===== config.mk =====
export PLATFORM = sky130hd
export DESIGN_NAME = muc_iter_nbit_flat
export DESIGN_NICKNAME = d
export VERILOG_FILES = /design/src/rtl/muc_pkg.sv /design/src/rtl/muc_iter_nbit_if.sv /design/src/rtl/mul2x2_kernel.sv /design/src/rtl/muc_iter_nbit.sv /design/src/flat_wrapper.sv
export SDC_FILE = /design/constraint.sdc
export NUM_CORES = 1
export LEC_CHECK = 0
export ABC_AREA = 0
export ABC_CLOCK_PERIOD_IN_PS = 15800
export BUFFER_PORTS_ARGS = -buffer_cell sky130_fd_sc_hd__buf_4
export CAP_MARGIN = 40
export CORE_AREA = 2 2 102 104
export CTS_BUF_LIST = sky130_fd_sc_hd__clkbuf_4
export DETAILED_ROUTE_END_ITERATION = 12
export DIE_AREA = 0 0 104 106
export GPL_TIMING_DRIVEN = 1
export PLACE_DENSITY = 0.63
export SLEW_MARGIN = 30
export SYNTH_ARGS = -nofsm -noshare
export SYNTH_HDL_FRONTEND = slang
export SYNTH_SLANG_ARGS = --single-unit

===== constraint.sdc =====
create_clock -name clk -period 15.8 [get_ports clk]
set_input_delay 0.79 -clock clk [delete_from_list [all_inputs] [get_ports clk]]
set_output_delay 0.79 -clock clk [all_outputs]
set_load 0.02 [all_outputs]

===== src/rtl/muc_pkg.sv =====
// Shared types and constants for the iterative sign-magnitude multiplier.
package muc_pkg;

    typedef enum logic [1:0] {
        IDLE = 2'd0,
        BUSY = 2'd1,
        DONE = 2'd2
    } state_e;

    localparam int unsigned KERN_W    = 2;
    localparam logic [3:0]  APPROX_33 = 4'd7;

endpackage


===== src/rtl/muc_iter_nbit_if.sv =====
// Operand/result handshake bundle for muc_iter_nbit; slave is the multiplier side.
interface muc_iter_nbit_if #(
    parameter int unsigned WIDTH = 8
);
    logic                   in_valid;
    logic                   in_ready;
    logic [WIDTH-1:0]       a;
    logic [WIDTH-1:0]       b;
    logic                   asign;
    logic                   bsign;
    logic                   approx;
    logic                   out_valid;
    logic                   out_ready;
    logic [2*WIDTH-1:0]     m;
    logic                   sign;

    modport master (
        output in_valid, a, b, asign, bsign, approx, out_ready,
        input  in_ready, out_valid, m, sign
    );

    modport slave (
        input  in_valid, a, b, asign, bsign, approx, out_ready,
        output in_ready, out_valid, m, sign
    );
endinterface


===== src/rtl/mul2x2_kernel.sv =====
// 2x2-bit unsigned multiplier kernel; approximate mode maps 3*3 to 7.
module mul2x2_kernel
    import muc_pkg::*;
(
    input  logic [KERN_W-1:0]   x,
    input  logic [KERN_W-1:0]   y,
    input  logic                approx,
    output logic [2*KERN_W-1:0] p,
    output logic                hit
);

    always_comb begin
        hit = (x == 2'd3) && (y == 2'd3);
        p   = (2*KERN_W)'(x) * (2*KERN_W)'(y);
        if (approx && hit) begin
            p = APPROX_33;
        end
    end

endmodule


===== src/rtl/muc_iter_nbit.sv =====
// Iterative sign-magnitude multiplier: one 2-bit digit of b per cycle against all digits of a.
// Optional saturating approximation-hit counter enabled by MUC_ERR_CNT_EN.
module muc_iter_nbit
    import muc_pkg::*;
#(
    parameter int unsigned WIDTH = 8
) (
    input  logic               clk,
    input  logic               rst_n,
    muc_iter_nbit_if.slave     bus
`ifdef MUC_ERR_CNT_EN
    ,
    output logic [15:0]        err_cnt
`endif
);

    localparam int unsigned NDIG = WIDTH / 2;
    localparam int unsigned PW   = 2 * WIDTH;
    localparam int unsigned KW   = (NDIG > 1) ? $clog2(NDIG) : 1;
    localparam int unsigned HCW  = $clog2(NDIG + 1);

    generate
        if ((WIDTH < 2) || ((WIDTH % 2) != 0)) begin : g_bad_width
            $error("muc_iter_nbit: WIDTH must be even and >= 2");
        end
    endgenerate

    state_e state;
    state_e state_nxt;

    logic [WIDTH-1:0]  a_l;
    logic [WIDTH-1:0]  b_l;
    logic              sign_l;
    logic              approx_l;
    logic [PW-1:0]     acc;
    logic [KW-1:0]     k;

    logic              accept;
    logic              last;
    logic [KERN_W-1:0] b_dig;
    logic [3:0]        kp  [NDIG];
    logic [NDIG-1:0]   hit;
    logic [PW-1:0]     pp;
    logic [PW-1:0]     acc_sum;

    assign bus.in_ready = (state == IDLE) || ((state == DONE) && bus.out_ready);
    assign accept       = bus.in_valid && bus.in_ready;
    assign last         = (k == KW'(NDIG - 1));
    assign b_dig        = b_l[{k, 1'b0} +: KERN_W];

    // One kernel per digit of a, all fed the current digit of b.
    generate
        for (genvar j = 0; j < NDIG; j++) begin : g_kern
            mul2x2_kernel u_kern (
                .x      (a_l[KERN_W*j +: KERN_W]),
                .y      (b_dig),
                .approx (approx_l),
                .p      (kp[j]),
                .hit    (hit[j])
            );
        end
    endgenerate

    always_comb begin
        pp = '0;
        for (int j = 0; j < NDIG; j++) begin
            pp = pp + (PW'(kp[j]) << (KERN_W * j));
        end
        acc_sum = acc + (pp << {k, 1'b0});
    end

    always_ff @(posedge clk or negedge rst_n) begin
        if (!rst_n) begin
            state <= IDLE;
        end else begin
            state <= state_nxt;
        end
    end

    always_comb begin
        state_nxt = state;
        case (state)
            IDLE: if (accept) state_nxt = BUSY;
            BUSY: if (last)   state_nxt = DONE;
            DONE: begin
                if (bus.out_ready) begin
                    state_nxt = accept ? BUSY : IDLE;
                end
            end
            default: state_nxt = IDLE;
        endcase
    end

    // Operand latch, accumulator, digit counter and result registers.
    always_ff @(posedge clk or negedge rst_n) begin
        if (!rst_n) begin
            a_l           <= '0;
            b_l           <= '0;
            sign_l        <= 1'b0;
            approx_l      <= 1'b0;
            acc           <= '0;
            k             <= '0;
            bus.m         <= '0;
            bus.sign      <= 1'b0;
            bus.out_valid <= 1'b0;
        end else if (accept) begin
            a_l           <= bus.a;
            b_l           <= bus.b;
            sign_l        <= bus.asign ^ bus.bsign;
            approx_l      <= bus.approx;
            acc           <= '0;
            k             <= '0;
            bus.out_valid <= 1'b0;
        end else if (state == BUSY) begin
            acc <= acc_sum;
            k   <= k + KW'(1);
            if (last) begin
                bus.m         <= acc_sum;
                bus.sign      <= sign_l;
                bus.out_valid <= 1'b1;
            end
        end else if ((state == DONE) && bus.out_ready) begin
            bus.out_valid <= 1'b0;
        end
    end

`ifdef MUC_ERR_CNT_EN
    logic [HCW-1:0] hit_cnt;
    logic [16:0]    err_sum;

    always_comb begin
        hit_cnt = '0;
        for (int j = 0; j < NDIG; j++) begin
            hit_cnt = hit_cnt + HCW'(hit[j]);
        end
        err_sum = {1'b0, err_cnt} + 17'(hit_cnt);
    end

    // Saturating count of approximated 3x3 kernel evaluations.
    always_ff @(posedge clk or negedge rst_n) begin
        if (!rst_n) begin
            err_cnt <= '0;
        end else if ((state == BUSY) && approx_l) begin
            err_cnt <= err_sum[16] ? 16'hFFFF : err_sum[15:0];
        end
    end
`else
    logic unused_hit;
    assign unused_hit = ^hit;
`endif

endmodule

===== src/flat_wrapper.sv =====
// flat-port wrapper written by rule: the top's interface ports become plain ports
module muc_iter_nbit_flat import muc_pkg::*;
#(
    parameter int unsigned WIDTH = 8
)
  (clk, rst_n, bus_in_valid, bus_a, bus_b, bus_asign, bus_bsign, bus_approx, bus_out_ready, bus_in_ready, bus_out_valid, bus_m, bus_sign);
  muc_iter_nbit_if #(.WIDTH(WIDTH)) bus_i ();
  input  logic clk;
  input  logic rst_n;
  input wire logic [$bits(bus_i.in_valid)-1:0] bus_in_valid;
  input wire logic [$bits(bus_i.a)-1:0] bus_a;
  input wire logic [$bits(bus_i.b)-1:0] bus_b;
  input wire logic [$bits(bus_i.asign)-1:0] bus_asign;
  input wire logic [$bits(bus_i.bsign)-1:0] bus_bsign;
  input wire logic [$bits(bus_i.approx)-1:0] bus_approx;
  input wire logic [$bits(bus_i.out_ready)-1:0] bus_out_ready;
  output wire logic [$bits(bus_i.in_ready)-1:0] bus_in_ready;
  output wire logic [$bits(bus_i.out_valid)-1:0] bus_out_valid;
  output wire logic [$bits(bus_i.m)-1:0] bus_m;
  output wire logic [$bits(bus_i.sign)-1:0] bus_sign;
  assign bus_i.in_valid = bus_in_valid;
  assign bus_i.a = bus_a;
  assign bus_i.b = bus_b;
  assign bus_i.asign = bus_asign;
  assign bus_i.bsign = bus_bsign;
  assign bus_i.approx = bus_approx;
  assign bus_i.out_ready = bus_out_ready;
  assign bus_in_ready = bus_i.in_ready;
  assign bus_out_valid = bus_i.out_valid;
  assign bus_m = bus_i.m;
  assign bus_sign = bus_i.sign;
  muc_iter_nbit #(.WIDTH(WIDTH)) u_core (.clk(clk), .rst_n(rst_n), .bus(bus_i));
endmodule

==> results.json <==
{
  "wl_met3_um": 206,
  "num_vias": 3102,
  "met2_length_um": 3910,
  "worst-path-buf-inv": 2,
  "worst-path-max-fanout": 27,
  "final_nets": 514,
  "hpwl_um": 6070,
  "wl_per_cell_um": 13.8,
  "crit_top_cell": "ha_1",
  "wl_um": 8150,
  "coreArea_um2": 10000,
  "hold_class": "in -> async",
  "drc_errors": 0,
  "worst_setup_path_start_kind": "flip-flop",
  "initial_core_util": 0.387,
  "clock_sinks": 56,
  "drive_gt1_frac": 0.174,
  "worst_setup_path_end_kind": "flip-flop",
  "clk_latency_ns": 0.39,
  "nFillCells": 1029,
  "reg2regPathDepth": 26,
  "grt_use_total": 0.154,
  "numCtsBuffers": 5,
  "path_depth": 26,
  "rows": 37,
  "grt_max_degree": 57,
  "grt_pass1_vias": 2992,
  "htree_levels": 2,
  "arrival_ns": 7.11,
  "synth_cells": 422,
  "critPathTopFamily": "adder cells",
  "avgSynthCellArea_um2": 9.16,
  "yosysWarnings": 0,
  "drv_slew": 0,
  "synthTopCellsByArea": "dfrtp_1 (36%), ha_1 (11%), mux2_2 (5.8%), o21ai_0 (5.7%), nand2_1 (3.7%)",
  "antenna_left": 0,
  "hold-worst-slack_ns": 0.422,
  "die_h_um": 106,
  "cts_max_path_buffers": 2,
  "yosysTopAreaCell": "dfrtp_1",
  "status": "finished, final reports clean",
  "cts_tree": "built",
  "io_buffer_count": 41,
  "cap_viol_max_count": 0,
  "final-hold-violation-count": 0,
  "antennaDiodeCount": 0,
  "ys_types": 46,
  "synth_top_area_share": 0.362,
  "final_util": 0.434,
  "viasPerCell": 5.25,
  "cts-root-buf": "clkbuf_4",
  "place_congestion": 0.840,
  "cts-resized-gates": 0,
  "syn2layout_area_growth_pct": 12.3,
  "fmax_mhz": 147,
  "rsz0062_at_grt": "no",
  "first_pass_iters": 5,
  "grt_overflow": 0,
  "syn_area_um2": 3870,
  "fin_crit_sh": 0.431,
  "crit_required_ns": 16.10,
  "die_w_um": 104,
  "postCtsHoldBufs": 0,
  "cts_setup_buffers": 0,
  "top_signal_layer_used": "met4",
  "cp_slowest_cell": "dfrtp_1",
  "setup_violations": 0,
  "dieArea_um2": 11000,
  "ios": 42,
  "first_iter_violations": 161,
  "tns_ns": 0,
  "antenna_found_initial": 0,
  "critPathKind": "reg -> reg",
  "skew_ns": 0.0105,
  "period_minus_slack_ns": 6.81,
  "grt_pass1_wl_um": 14000,
  "synth_seq_cells": 56,
  "tightest_slew_ns": 0.757,
  "path_clk_slew_ns": 0.16,
  "ys_seq_area_frac": 0.362,
  "wl_met1_um": 3940,
  "cp_slowest_stage_delay_ns": 0.87,
  "synth_nets": 482,
  "relSlewSlack": 0.495
}
cells in the mapped netlist (all sizes together):
library cell  number
dfrtp             56
o21ai             46
nand2             38
ha                33
nand3             28
and2              22
a21oi             20
mux2              20
nor2              20
inv               16
clkbuf            14
nand2b            11
nor2b              9
xor2               8
a21o               7
xnor2              7
a31oi              6
nand4              6
mux2i              5
and3               4
buf                4
fa                 4
nor3               3
nor3b              3
or2                3
or3                3
a211o              2
a211oi             2
a21boi             2
mux4               2
nand4b             2
nor4               2
o211ai             2
o22a               2
o22ai              2
o31ai              2
or4                2
a221o              1
a41o               1
a41oi              1
and4               1
through the flow:
stage	area [um^2]	setup WS, ns	std cells
global route	4340	8.27	591
detailed placement	4280	9.01	583
CTS	4340	8.96	591
global placement	4280	9.20	583
finish	4340	8.99	591
floorplan	3870	9.98	422
worst register-to-register path: cells and delay by family (launching register included):
family                   cells  cell delay, ns
flip-flops                   1            0.87
adder cells (fa/ha/maj)      7            2.18
AO/OA/AOI/OAI                6            1.36
AND/OR/NAND/NOR              9            1.33
multiplexers                 2            0.85
buffers and inverters        2            0.13
layout by cell type, fill, tap and decap left out, types with 3 or more instances in the layout:
master | Yosys | final
dfrtp_1 | 56 | 56
o21ai_0 | 44 | 44
buf_4 | 0 | 43
nand2_1 | 38 | 37
ha_1 | 33 | 33
nand3_1 | 28 | 28
and2_1 | 22 | 22
a21oi_1 | 20 | 20
nor2_1 | 20 | 20
mux2_2 | 20 | 20
inv_1 | 15 | 15
nand2b_1 | 11 | 11
nor2b_1 | 9 | 9
xor2_1 | 8 | 8
a21o_1 | 7 | 7
xnor2_1 | 7 | 7
a31oi_1 | 6 | 6
nand4_1 | 6 | 6
clkbuf_4 | 0 | 6
mux2i_1 | 5 | 5
and3_1 | 4 | 4
fa_1 | 4 | 4
or3_1 | 3 | 3
nor3b_1 | 3 | 3
or2_2 | 3 | 3
nor3_1 | 3 | 3
layer usage:
| metal | global-route usage | vias up |
|---|---|---|
| met5 | 0 | - |
| met4 | 0.0512 | 0 |
| met3 | 0.0190 | 7 |
| met2 | 0.258 | 43 |
| met1 | 0.209 | 1494 |
| li1 | - | 1558 |
worst paths after layout:
path	from	slack, ns	endpoint
worst min register to register	u_core.bus.m[5]	0.50	u_core.bus.m[5]
worst max-delay path	u_core.k[0]	8.99	u_core.acc[14]
min in group clk	u_core.bus.m[5]	0.50	u_core.bus.m[5]
worst min-delay path	rst_n	0.42	u_core.a_l[1]
max in group asynchronous	rst_n	14.92	u_core.acc[11]
worst max register to register	u_core.k[0]	8.99	u_core.acc[14]
cell type report:
class                   count  area [um^2]  area share
repair buffers             43          323      0.0744
clock buffers               6         45.0      0.0104
clock inverters             2         11.3     0.00259
multi-input cells         332         2330       0.537
flip-flops and latches     56         1400       0.323
well taps                 136          170      0.0392
inverters                  16         60.1      0.0138
state kept, by name (all words and copies together) (netlist names):
signal	cells
u_core.acc	16
u_core.k	2
u_core.bus.sign	1
u_core.sign_l	1
u_core.state	2
u_core.b_l	8
u_core.a_l	8
u_core.bus.m	16
u_core.approx_l	1
u_core.bus.out_valid	1
logic make-up after synthesis:
logic type               after synthesis  synth area share
AND/OR/NAND/NOR                      157             0.212
AO/OA/AOI/OAI                         96             0.146
buffers and inverters                 34            0.0356
XOR/XNOR                              15            0.0340
adder cells (fa/ha/maj)               37             0.128
flip-flops                            56             0.362
multiplexers                          27            0.0828
Power is left out: the tool's default activity adds up to more than one toggle a clock period on the data nets, which glitch-free logic cannot reach.
